## src/rtl/seq_arith_pkg.sv

```systemverilog
// Shared types for the sequential arithmetic unit: opcode encoding and control FSM states.
package seq_arith_pkg;

  typedef enum logic [2:0] {
    OP_ADD = 3'd0,
    OP_SUB = 3'd1,
    OP_MUL = 3'd2,
    OP_DIV = 3'd3,
    OP_MOD = 3'd4,
    OP_INC = 3'd5,
    OP_DEC = 3'd6,
    OP_RSV = 3'd7
  } op_e;

  typedef enum logic [1:0] {
    ST_IDLE = 2'd0,
    ST_BUSY = 2'd1,
    ST_DONE = 2'd2
  } state_e;

endpackage

```

## src/rtl/seq_arith_div.sv

```systemverilog
// Restoring unsigned divider: one quotient bit per cycle, WIDTH cycles after i_start.
// o_done marks the edge that completes the run; o_quotient/o_remainder are valid on that edge.
module seq_arith_div #(
  parameter int WIDTH = 8,
  parameter int CNT_W = $clog2(WIDTH + 1)
) (
  input  logic             clk,
  input  logic             rst,
  input  logic             i_start,
  input  logic [WIDTH-1:0] i_dividend,
  input  logic [WIDTH-1:0] i_divisor,
  output logic             o_done,
  output logic [WIDTH-1:0] o_quotient,
  output logic [WIDTH-1:0] o_remainder
);

  logic             r_busy;
  logic [CNT_W-1:0] r_cnt;
  logic [WIDTH-1:0] r_quo;
  logic [WIDTH-1:0] r_rem;
  logic [WIDTH-1:0] r_dsr;

  logic [WIDTH:0]   w_shift;
  logic [WIDTH:0]   w_trial;
  logic             w_fit;
  logic [WIDTH-1:0] w_quo_next;
  logic [WIDTH-1:0] w_rem_next;

  // Partial remainder stays below the divisor, so a non-negative trial never sets bit WIDTH.
  always_comb begin
    w_shift    = {r_rem, r_quo[WIDTH-1]};
    w_trial    = w_shift - {1'b0, r_dsr};
    w_fit      = ~w_trial[WIDTH];
    w_rem_next = w_fit ? w_trial[WIDTH-1:0] : w_shift[WIDTH-1:0];
    w_quo_next = {r_quo[WIDTH-2:0], w_fit};
  end

  assign o_done      = r_busy && (r_cnt == CNT_W'(WIDTH - 1));
  assign o_quotient  = w_quo_next;
  assign o_remainder = w_rem_next;

  always_ff @(posedge clk) begin
    if (rst) begin
      r_busy <= 1'b0;
      r_cnt  <= '0;
      r_quo  <= '0;
      r_rem  <= '0;
      r_dsr  <= '0;
    end else if (i_start) begin
      r_busy <= 1'b1;
      r_cnt  <= '0;
      r_quo  <= i_dividend;
      r_rem  <= '0;
      r_dsr  <= i_divisor;
    end else if (r_busy) begin
      r_quo <= w_quo_next;
      r_rem <= w_rem_next;
      if (o_done) begin
        r_busy <= 1'b0;
        r_cnt  <= '0;
      end else begin
        r_cnt <= r_cnt + 1'b1;
      end
    end
  end

endmodule

```

## src/rtl/seq_arith_unit.sv

```systemverilog
// Sequential arithmetic unit: single-cycle ADD/SUB/INC/DEC, WIDTH-cycle shift-add MUL,
// and optional restoring DIV/MOD enabled by the SEQ_ARITH_DIV_EN macro.
module seq_arith_unit
  import seq_arith_pkg::*;
#(
  parameter int WIDTH = 8,
  parameter int CNT_W = $clog2(WIDTH + 1)
) (
  input  logic               clk,
  input  logic               rst,
  input  logic               in_valid,
  output logic               in_ready,
  input  logic [2:0]         op,
  input  logic [WIDTH-1:0]   a,
  input  logic [WIDTH-1:0]   b,
  output logic               out_valid,
  input  logic               out_ready,
  output logic [2*WIDTH-1:0] result,
  output logic               div_zero,
  output logic               illegal
);

  state_e             r_state;
  op_e                r_op;
  logic [CNT_W-1:0]   r_cnt;
  logic [2*WIDTH-1:0] r_mcand;
  logic [2*WIDTH-1:0] r_acc;
  logic [WIDTH-1:0]   r_mplier;
  logic [2*WIDTH-1:0] r_result;
  logic               r_out_valid;
  logic               r_div_zero;
  logic               r_illegal;

  op_e                w_op;
  logic               w_accept;
  logic               w_last;
  logic [2*WIDTH-1:0] w_acc_next;
  logic [2*WIDTH-1:0] w_imm_result;
  logic               w_imm_dz;
  logic               w_imm_ill;
  logic               w_go_busy;

  assign w_op       = op_e'(op);
  assign w_accept   = in_valid && (r_state == ST_IDLE);
  assign w_last     = (r_cnt == CNT_W'(WIDTH - 1));
  assign w_acc_next = r_mplier[0] ? (r_acc + r_mcand) : r_acc;

  always_comb begin
    w_imm_result = '0;
    w_imm_dz     = 1'b0;
    w_imm_ill    = 1'b0;
    w_go_busy    = 1'b0;
    case (w_op)
      OP_ADD: w_imm_result[WIDTH:0] = {1'b0, a} + {1'b0, b};
      OP_SUB: w_imm_result[WIDTH:0] = {1'b0, a} - {1'b0, b};
      OP_INC: w_imm_result[WIDTH-1:0] = a + WIDTH'(1);
      OP_DEC: w_imm_result[WIDTH-1:0] = a - WIDTH'(1);
      OP_MUL: w_go_busy = 1'b1;
      OP_DIV, OP_MOD: begin
`ifdef SEQ_ARITH_DIV_EN
        if (b == '0) begin
          w_imm_dz = 1'b1;
          w_imm_result[WIDTH-1:0] = (w_op == OP_DIV) ? {WIDTH{1'b1}} : a;
        end else begin
          w_go_busy = 1'b1;
        end
`else
        w_imm_ill = 1'b1;
`endif
      end
      default: w_imm_ill = 1'b1;
    endcase
  end

`ifdef SEQ_ARITH_DIV_EN
  logic             w_div_start;
  logic             w_div_done;
  logic [WIDTH-1:0] w_quo;
  logic [WIDTH-1:0] w_rem;

  assign w_div_start = w_accept && w_go_busy && (w_op != OP_MUL);

  seq_arith_div #(
    .WIDTH (WIDTH),
    .CNT_W (CNT_W)
  ) u_div (
    .clk         (clk),
    .rst         (rst),
    .i_start     (w_div_start),
    .i_dividend  (a),
    .i_divisor   (b),
    .o_done      (w_div_done),
    .o_quotient  (w_quo),
    .o_remainder (w_rem)
  );
`endif

  always_ff @(posedge clk) begin
    if (rst) begin
      r_state     <= ST_IDLE;
      r_op        <= OP_ADD;
      r_cnt       <= '0;
      r_mcand     <= '0;
      r_acc       <= '0;
      r_mplier    <= '0;
      r_result    <= '0;
      r_out_valid <= 1'b0;
      r_div_zero  <= 1'b0;
      r_illegal   <= 1'b0;
    end else begin
      case (r_state)
        ST_IDLE: begin
          if (w_accept) begin
            r_op <= w_op;
            if (w_go_busy) begin
              r_state  <= ST_BUSY;
              r_cnt    <= '0;
              r_acc    <= '0;
              r_mcand  <= {{WIDTH{1'b0}}, a};
              r_mplier <= b;
            end else begin
              r_state     <= ST_DONE;
              r_result    <= w_imm_result;
              r_div_zero  <= w_imm_dz;
              r_illegal   <= w_imm_ill;
              r_out_valid <= 1'b1;
            end
          end
        end
        ST_BUSY: begin
          if (r_op == OP_MUL) begin
            r_acc    <= w_acc_next;
            r_mcand  <= r_mcand << 1;
            r_mplier <= r_mplier >> 1;
            if (w_last) begin
              r_state     <= ST_DONE;
              r_cnt       <= '0;
              r_result    <= w_acc_next;
              r_out_valid <= 1'b1;
            end else begin
              r_cnt <= r_cnt + 1'b1;
            end
          end
`ifdef SEQ_ARITH_DIV_EN
          else if (w_div_done) begin
            r_state     <= ST_DONE;
            r_result    <= {{WIDTH{1'b0}}, (r_op == OP_DIV) ? w_quo : w_rem};
            r_out_valid <= 1'b1;
          end
`endif
        end
        ST_DONE: begin
          // Flags are meaningful only alongside out_valid, so drop them at the handshake.
          if (out_ready) begin
            r_state     <= ST_IDLE;
            r_out_valid <= 1'b0;
            r_div_zero  <= 1'b0;
            r_illegal   <= 1'b0;
          end
        end
        default: r_state <= ST_IDLE;
      endcase
    end
  end

  assign in_ready  = (r_state == ST_IDLE);
  assign out_valid = r_out_valid;
  assign result    = r_result;
  assign div_zero  = r_div_zero;
  assign illegal   = r_illegal;

endmodule

```

## config.mk

```make
export PLATFORM = sky130hd
export DESIGN_NAME = seq_arith_unit
export DESIGN_NICKNAME = d
export VERILOG_FILES = /design/src/rtl/seq_arith_pkg.sv /design/src/rtl/seq_arith_div.sv /design/src/rtl/seq_arith_unit.sv
export SDC_FILE = /design/constraint.sdc
export NUM_CORES = 1
export LEC_CHECK = 0
export CORE_MARGIN = 5
export CORE_UTILIZATION = 45
export DETAILED_ROUTE_END_ITERATION = 16
export PLACE_DENSITY = 0.63
export SYNTH_ARGS = -nofsm -noshare
export SYNTH_HDL_FRONTEND = slang
export SYNTH_SLANG_ARGS = --single-unit
```

## constraint.sdc

```tcl
create_clock -name clk -period 4.4 [get_ports clk]
set_input_delay 0.88 -clock clk [delete_from_list [all_inputs] [get_ports clk]]
set_output_delay 0.88 -clock clk [all_outputs]
set_load 0.01 [all_outputs]
```

# Word-level counts from Yosys, hierarchy flattened
# Index checks and enable logic that the tools add are counted.
word_totals:
  output_inout_bits: 20
  reg_bits: 68
classes:
  reduce_logical: 13
  n_mux: 45
  eq_ne: 14
  add_sub_neg: 6
ops:
  columns: ["cell", "n"]
  rows:
  - ["16-bit 2-to-1 mux", 11]
  - ["16-bit case mux with 2 select lines", 3]
  - ["8-bit case mux with 4 select lines", 1]
  - ["8-bit 2-to-1 mux", 3]
  - ["16-bit adder", 1]
  - ["4-bit 2-to-1 mux", 4]
  - ["8-bit case mux with 2 select lines", 1]
  - ["4-bit AND reduction", 3]
  - ["1-bit 2-to-1 mux", 11]
  - ["2-bit 2-to-1 mux", 5]
  - ["8-bit by 8-bit adder with 9-bit output", 1]
  - ["8-bit by 8-bit subtractor with 9-bit output", 1]
  - ["8-bit by 1-bit adder with 8-bit output (second input constant)", 1]
  - ["2-bit inequality test (second input constant)", 4]
  - ["4-bit case mux with 2 select lines", 1]
  - ["8-bit by 1-bit subtractor with 8-bit output (second input constant)", 1]
  - ["3-bit by 2-bit equality test with 1-bit output (second input constant)", 2]
  - ["3-bit equality test (second input constant)", 2]
  - ["1-bit case mux with 2 select lines", 3]
  - ["2-bit case mux with 3 select lines", 1]
  - ["6-bit AND reduction", 1]
  - ["5-bit AND reduction", 1]
  - ["5-bit OR reduction", 1]
  - ["4-bit by 1-bit adder with 4-bit output (second input constant)", 1]
  - ["other kinds (12)", 14]

# Longest topological paths before layout
depth:
  word_depth: 6
  ltp_mapped: 11
  ltp_nobuf: 11

# Worst setup path before layout
# Ideal clock, no wire load.
synth_timing:
  path_kind: "input to register"
  start: "input op[0]"
  end: "register r_result[6], in the netlist result[6]"
  setup_time_ps: 91
  n_path_buf: 0
  path_slack_ps: 1599
  cell_stages: 11
  arrival_ps: 2710
  cell_sequence: "nand3b_2 > inv_2 > xnor2_1 > ha_1 > or4_1 > a21oi_1 > nor3b_1 > nor2_1 > xnor2_1 > a31oi_1 > a311oi_1"
synth_via:
  elab_chain_cells: 5
synth_lines:
  columns: ["item", "line_no", "source"]
  rows:
  - ["from (decl)", "seq_arith_unit.sv:13", "input logic [2:0] op,"]
  - ["3-bit equality test (tied with other cells)", "seq_arith_unit.sv:53", "case (w_op)"]
  - ["8-bit case mux with 4 select lines", "seq_arith_unit.sv:53", null]
  - ["16-bit 2-to-1 mux", "seq_arith_unit.sv:115", "if (w_go_busy) begin"]
  - ["16-bit 2-to-1 mux", "seq_arith_unit.sv:113", "if (w_accept) begin"]
  - ["16-bit case mux with 2 select lines", "seq_arith_unit.sv:111", "case (r_state)"]
  - ["to (signal assigned)", "seq_arith_unit.sv:123", "r_result <= w_imm_result;"]
  - ["to (signal assigned)", "seq_arith_unit.sv:138", "r_result <= w_acc_next;"]
  - ["to (decl)", "seq_arith_unit.sv:29", "logic [2*WIDTH-1:0] r_result;"]
# Several ways; a longest one is shown, not always the timed one. The select of a mux whose other input is x is not followed.
# A chain may end at the register's enable or synchronous reset.

# Worst setup path in the final report
# Ends and elaborated chain as after synthesis.

==> load_flow_metrics.sql <==
INSERT INTO impl_metrics (metric_group, metric, value, unit) VALUES
('run_status', 'status', 'completed', ''),
('pwr', 'power_switching_share', '29.9', '%'),
('yosys', 'synth_top_cells_by_area', 'dfxtp_1 (27%), ha_1 (9.0%), nand2_1 (6.7%)', ''),
('die', 'floorplan.io_pins', '43', ''),
('drt', 'drc_violation_total_after_the_first_tritonroute_iteration', '268', ''),
('critical_path', 'worst_ep_arrival_time', '3440', 'ps'),
('drt', 'final_routed_drc_violation_total', '0', ''),
('grt', 'total_overflow_reported_by_the_global_router', '0', ''),
('cts', 'worst_setup_hold_path_clk_slew', '70', 'ps'),
('critical_path', 'start_kind', 'primary input', ''),
('yosys', 'combinational_family_with_the_most_area_after_synthesis', 'compound AO/OA/AOI/OAI gates', ''),
('place', 'hpwl', '9.58', 'mm'),
('yosys', 'syn_nets', '687', ''),
('timing', 'layout_min_cycle_time', '3170', 'ps'),
('place', 'port_buffers', '41', ''),
('final_layout', 'total_of_fill_cells_in_the_finished_design', '1095', ''),
('yosys', 'synth-seq-area-share', '27.5', '%'),
('critical_path', 'reg2reg_slack', '1770', 'ps'),
('cts', 'tritoncts', 'built', ''),
('yosys', 'ys_types', '75', ''),
('pwr', 'power-per-cell-area', '278', 'mW/mm2'),
('pwr', 'power_frac_clock', '37.5', '%'),
('pwr', 'switching_power_of_the_nets', '0.000461', 'W'),
('cts', 'cts_setup_buffers', '0', ''),
('timing', 'final.setup.tns', '0', 'ps'),
('cts', 'cts-htree-levels', '3', ''),
('yosys', 'synth_top_flop_cell', 'dfxtp_1', ''),
('final_layout', 'syn_to_layout_area_delta', '13.4', '%'),
('cts', 'clock_sinks', '67', ''),
('pwr', 'cellInternalPower', '0.00108', 'W'),
('timing', 'worst_slew_pin_slew', '756', 'ps'),
('critical_path', 'critPathKind', 'in2reg', ''),
('yosys', 'ys_warn_count', '0', ''),
('grt', 'first_global_vias', '4578', ''),
('die', 'fp.dieArea', '0.0130', 'mm2'),
('grt', 'wire_length_of_the_first_global_routing_pass', '22.1', 'mm'),
('timing', 'max_freq', '315', 'MHz'),
('die', 'initial_utilization', '45.5', '%'),
('pwr', 'worst_ir_drop_vdd', '177', 'uV'),
('cts', 'clk_latency', '360', 'ps'),
('cts', 'cts_root_buf', 'clkbuf_8', ''),
('place', 'gp_congestion', '0.873', ''),
('drt', 'detail_route.first_pass.iterations', '5', ''),
('die', 'rows', '38', ''),
('timing', 'relSlewSlack', '49.6', '%'),
('grt', 'gr-usage-all-layers', '20.8', '%'),
('drt', 'postRouteAntennaNets', '0', ''),
('critical_path', 'ff2ff_path_depth', '9', ''),
('die', 'placeableCoreArea', '0.0107', 'mm2'),
('yosys', 'postSynth.asyncResetShare', '0', '%'),
('yosys', 'synth_area', '0.00488', 'mm2'),
('yosys', 'syn-instance-count', '626', ''),
('min_path', 'hold_path_class', 'reg2reg', ''),
('timing', 'setup_viol_count_final', '0', ''),
('die', 'chipHeight', '114', 'um'),
('drt', 'totalWireLength', '12.9', 'mm'),
('yosys', 'synthDominantAreaCellType', 'dfxtp_1', ''),
('critical_path', 'crit_required', '4670', 'ps'),
('final_layout', 'layout-drive-gt1-share', '7.36', '%'),
('timing', 'clock_skew', '8.58', 'ps'),
('yosys', 'yosys.area_share.adder', '10.2', '%'),
('timing', 'rsz_0062_raised_after_global_routing', 'false', ''),
('run', 'drv_cap', '0', ''),
('yosys', 'multiplexer_fraction_of_the_synthesized_cell_area', '2.28', '%'),
('critical_path', 'worstPathMaxFanout', '8', ''),
('yosys', 'synth.avg_cell_area', '7.80', 'um2'),
('min_path', 'depth_of_the_worst_hold_timing_path', '2', ''),
('pwr', 'seq_power_share', '42.2', '%'),
('yosys', 'synth-compound-area-share', '24.9', '%'),
('pwr', 'report.power.total', '0.00154', 'W'),
('pwr', 'leakagePower', '2.14', 'nW');
[through the flow]
step / instance area (um2) / hold WS [ps] / utilization [%] / std cells / worst slack, ps
3_3_place_gp: 5320 / 440 / 49.5 / 776 / 934
6_report: 5540 / 459 / 51.5 / 792 / 1230
4_1_cts: 5540 / 460 / 51.5 / 792 / 1260
2_1_floorplan: 4880 / 436 / - / 626 / 1600
5_1_grt: 5540 / 482 / 51.5 / 792 / 923
3_5_place_dp: 5320 / 448 / 49.5 / 776 / 874
[registers in the layout (all words and copies together), names as in the netlist]
| name | count |
|---|---|
| illegal | 1 |
| out_valid | 1 |
| r_acc | 16 |
| r_cnt | 4 |
| r_mcand | 16 |
| r_mplier | 8 |
| r_op | 3 |
| r_state | 2 |
| result | 16 |
[worst max-delay path, stage by stage]
cell and delay (ps):
clkdlybuf4s50_1 410, nand3b_2 360, inv_2 220, xnor2_1 90
ha_1 250, or4_1 430, a21oi_1 160, nor3b_1 80
nor2_1 110, xnor2_1 120, a31oi_1 90, a311oi_1 220
[final timing paths]
kind / startpoint / endpoint
setup / recovery: op[0] / result[6]
hold / removal: r_op[1] / r_op[1]
hold reg to reg: r_op[1] / r_op[1]
setup reg to reg: r_mcand[0] / r_acc[14]
[kinds of logic after synthesis]
group | count (synthesis)
AO/OA/AOI/OAI | 176
XOR/XNOR | 24
adder cells (fa/ha/maj) | 38
buffers and inverters | 67
flip-flops | 67
multiplexers | 11
other | 1
AND/OR/NAND/NOR | 242
[placed cells by master (no fill, tap or decap), drive strengths merged, types with 8 or more instances in the layout]
cell           count
a211oi             9
a21o               8
a21oi             57
a311oi            16
a31oi              9
buf               12
clkbuf            10
clkdlybuf4s50     40
dfxtp             67
ha                35
inv               25
mux2i             10
nand2             87
nand3             24
nor2              60
nor2b              9
nor3               9
o21ai             18
o22ai              8
xnor2             19
[area by class of cell]
class | count | area, um2 | area share [%]
well taps | 140 | 175 | 3.16
clock inverters | 6 | 90.1 | 1.63
inverters | 25 | 93.8 | 1.69
repair buffers | 52 | 488 | 8.81
multi-input cells | 492 | 3220 | 58.2
clock buffers | 10 | 128 | 2.30
flip-flops and latches | 67 | 1340 | 24.2
[per-layer routing]
metal  wire (um)  part of all wire (%)  track usage (%)
met5           0                     0                0
met3         532                   4.1             3.01
met4         307                   2.4             8.39
met2        5980                    46             34.4
met1        6130                    47             27.3
[power by group through the flow]
stage	combinational, W	clock, W	sequential (W)
floorplan	0.000209	0	0.000659
global placement	0.000308	0	0.000664
detailed placement	0.000311	0	0.000664
CTS	0.000313	0.000595	0.000650
global route	0.000347	0.000617	0.000654
finish	0.000314	0.000578	0.000650
Note: power is estimated with default switching activity, not from simulation.
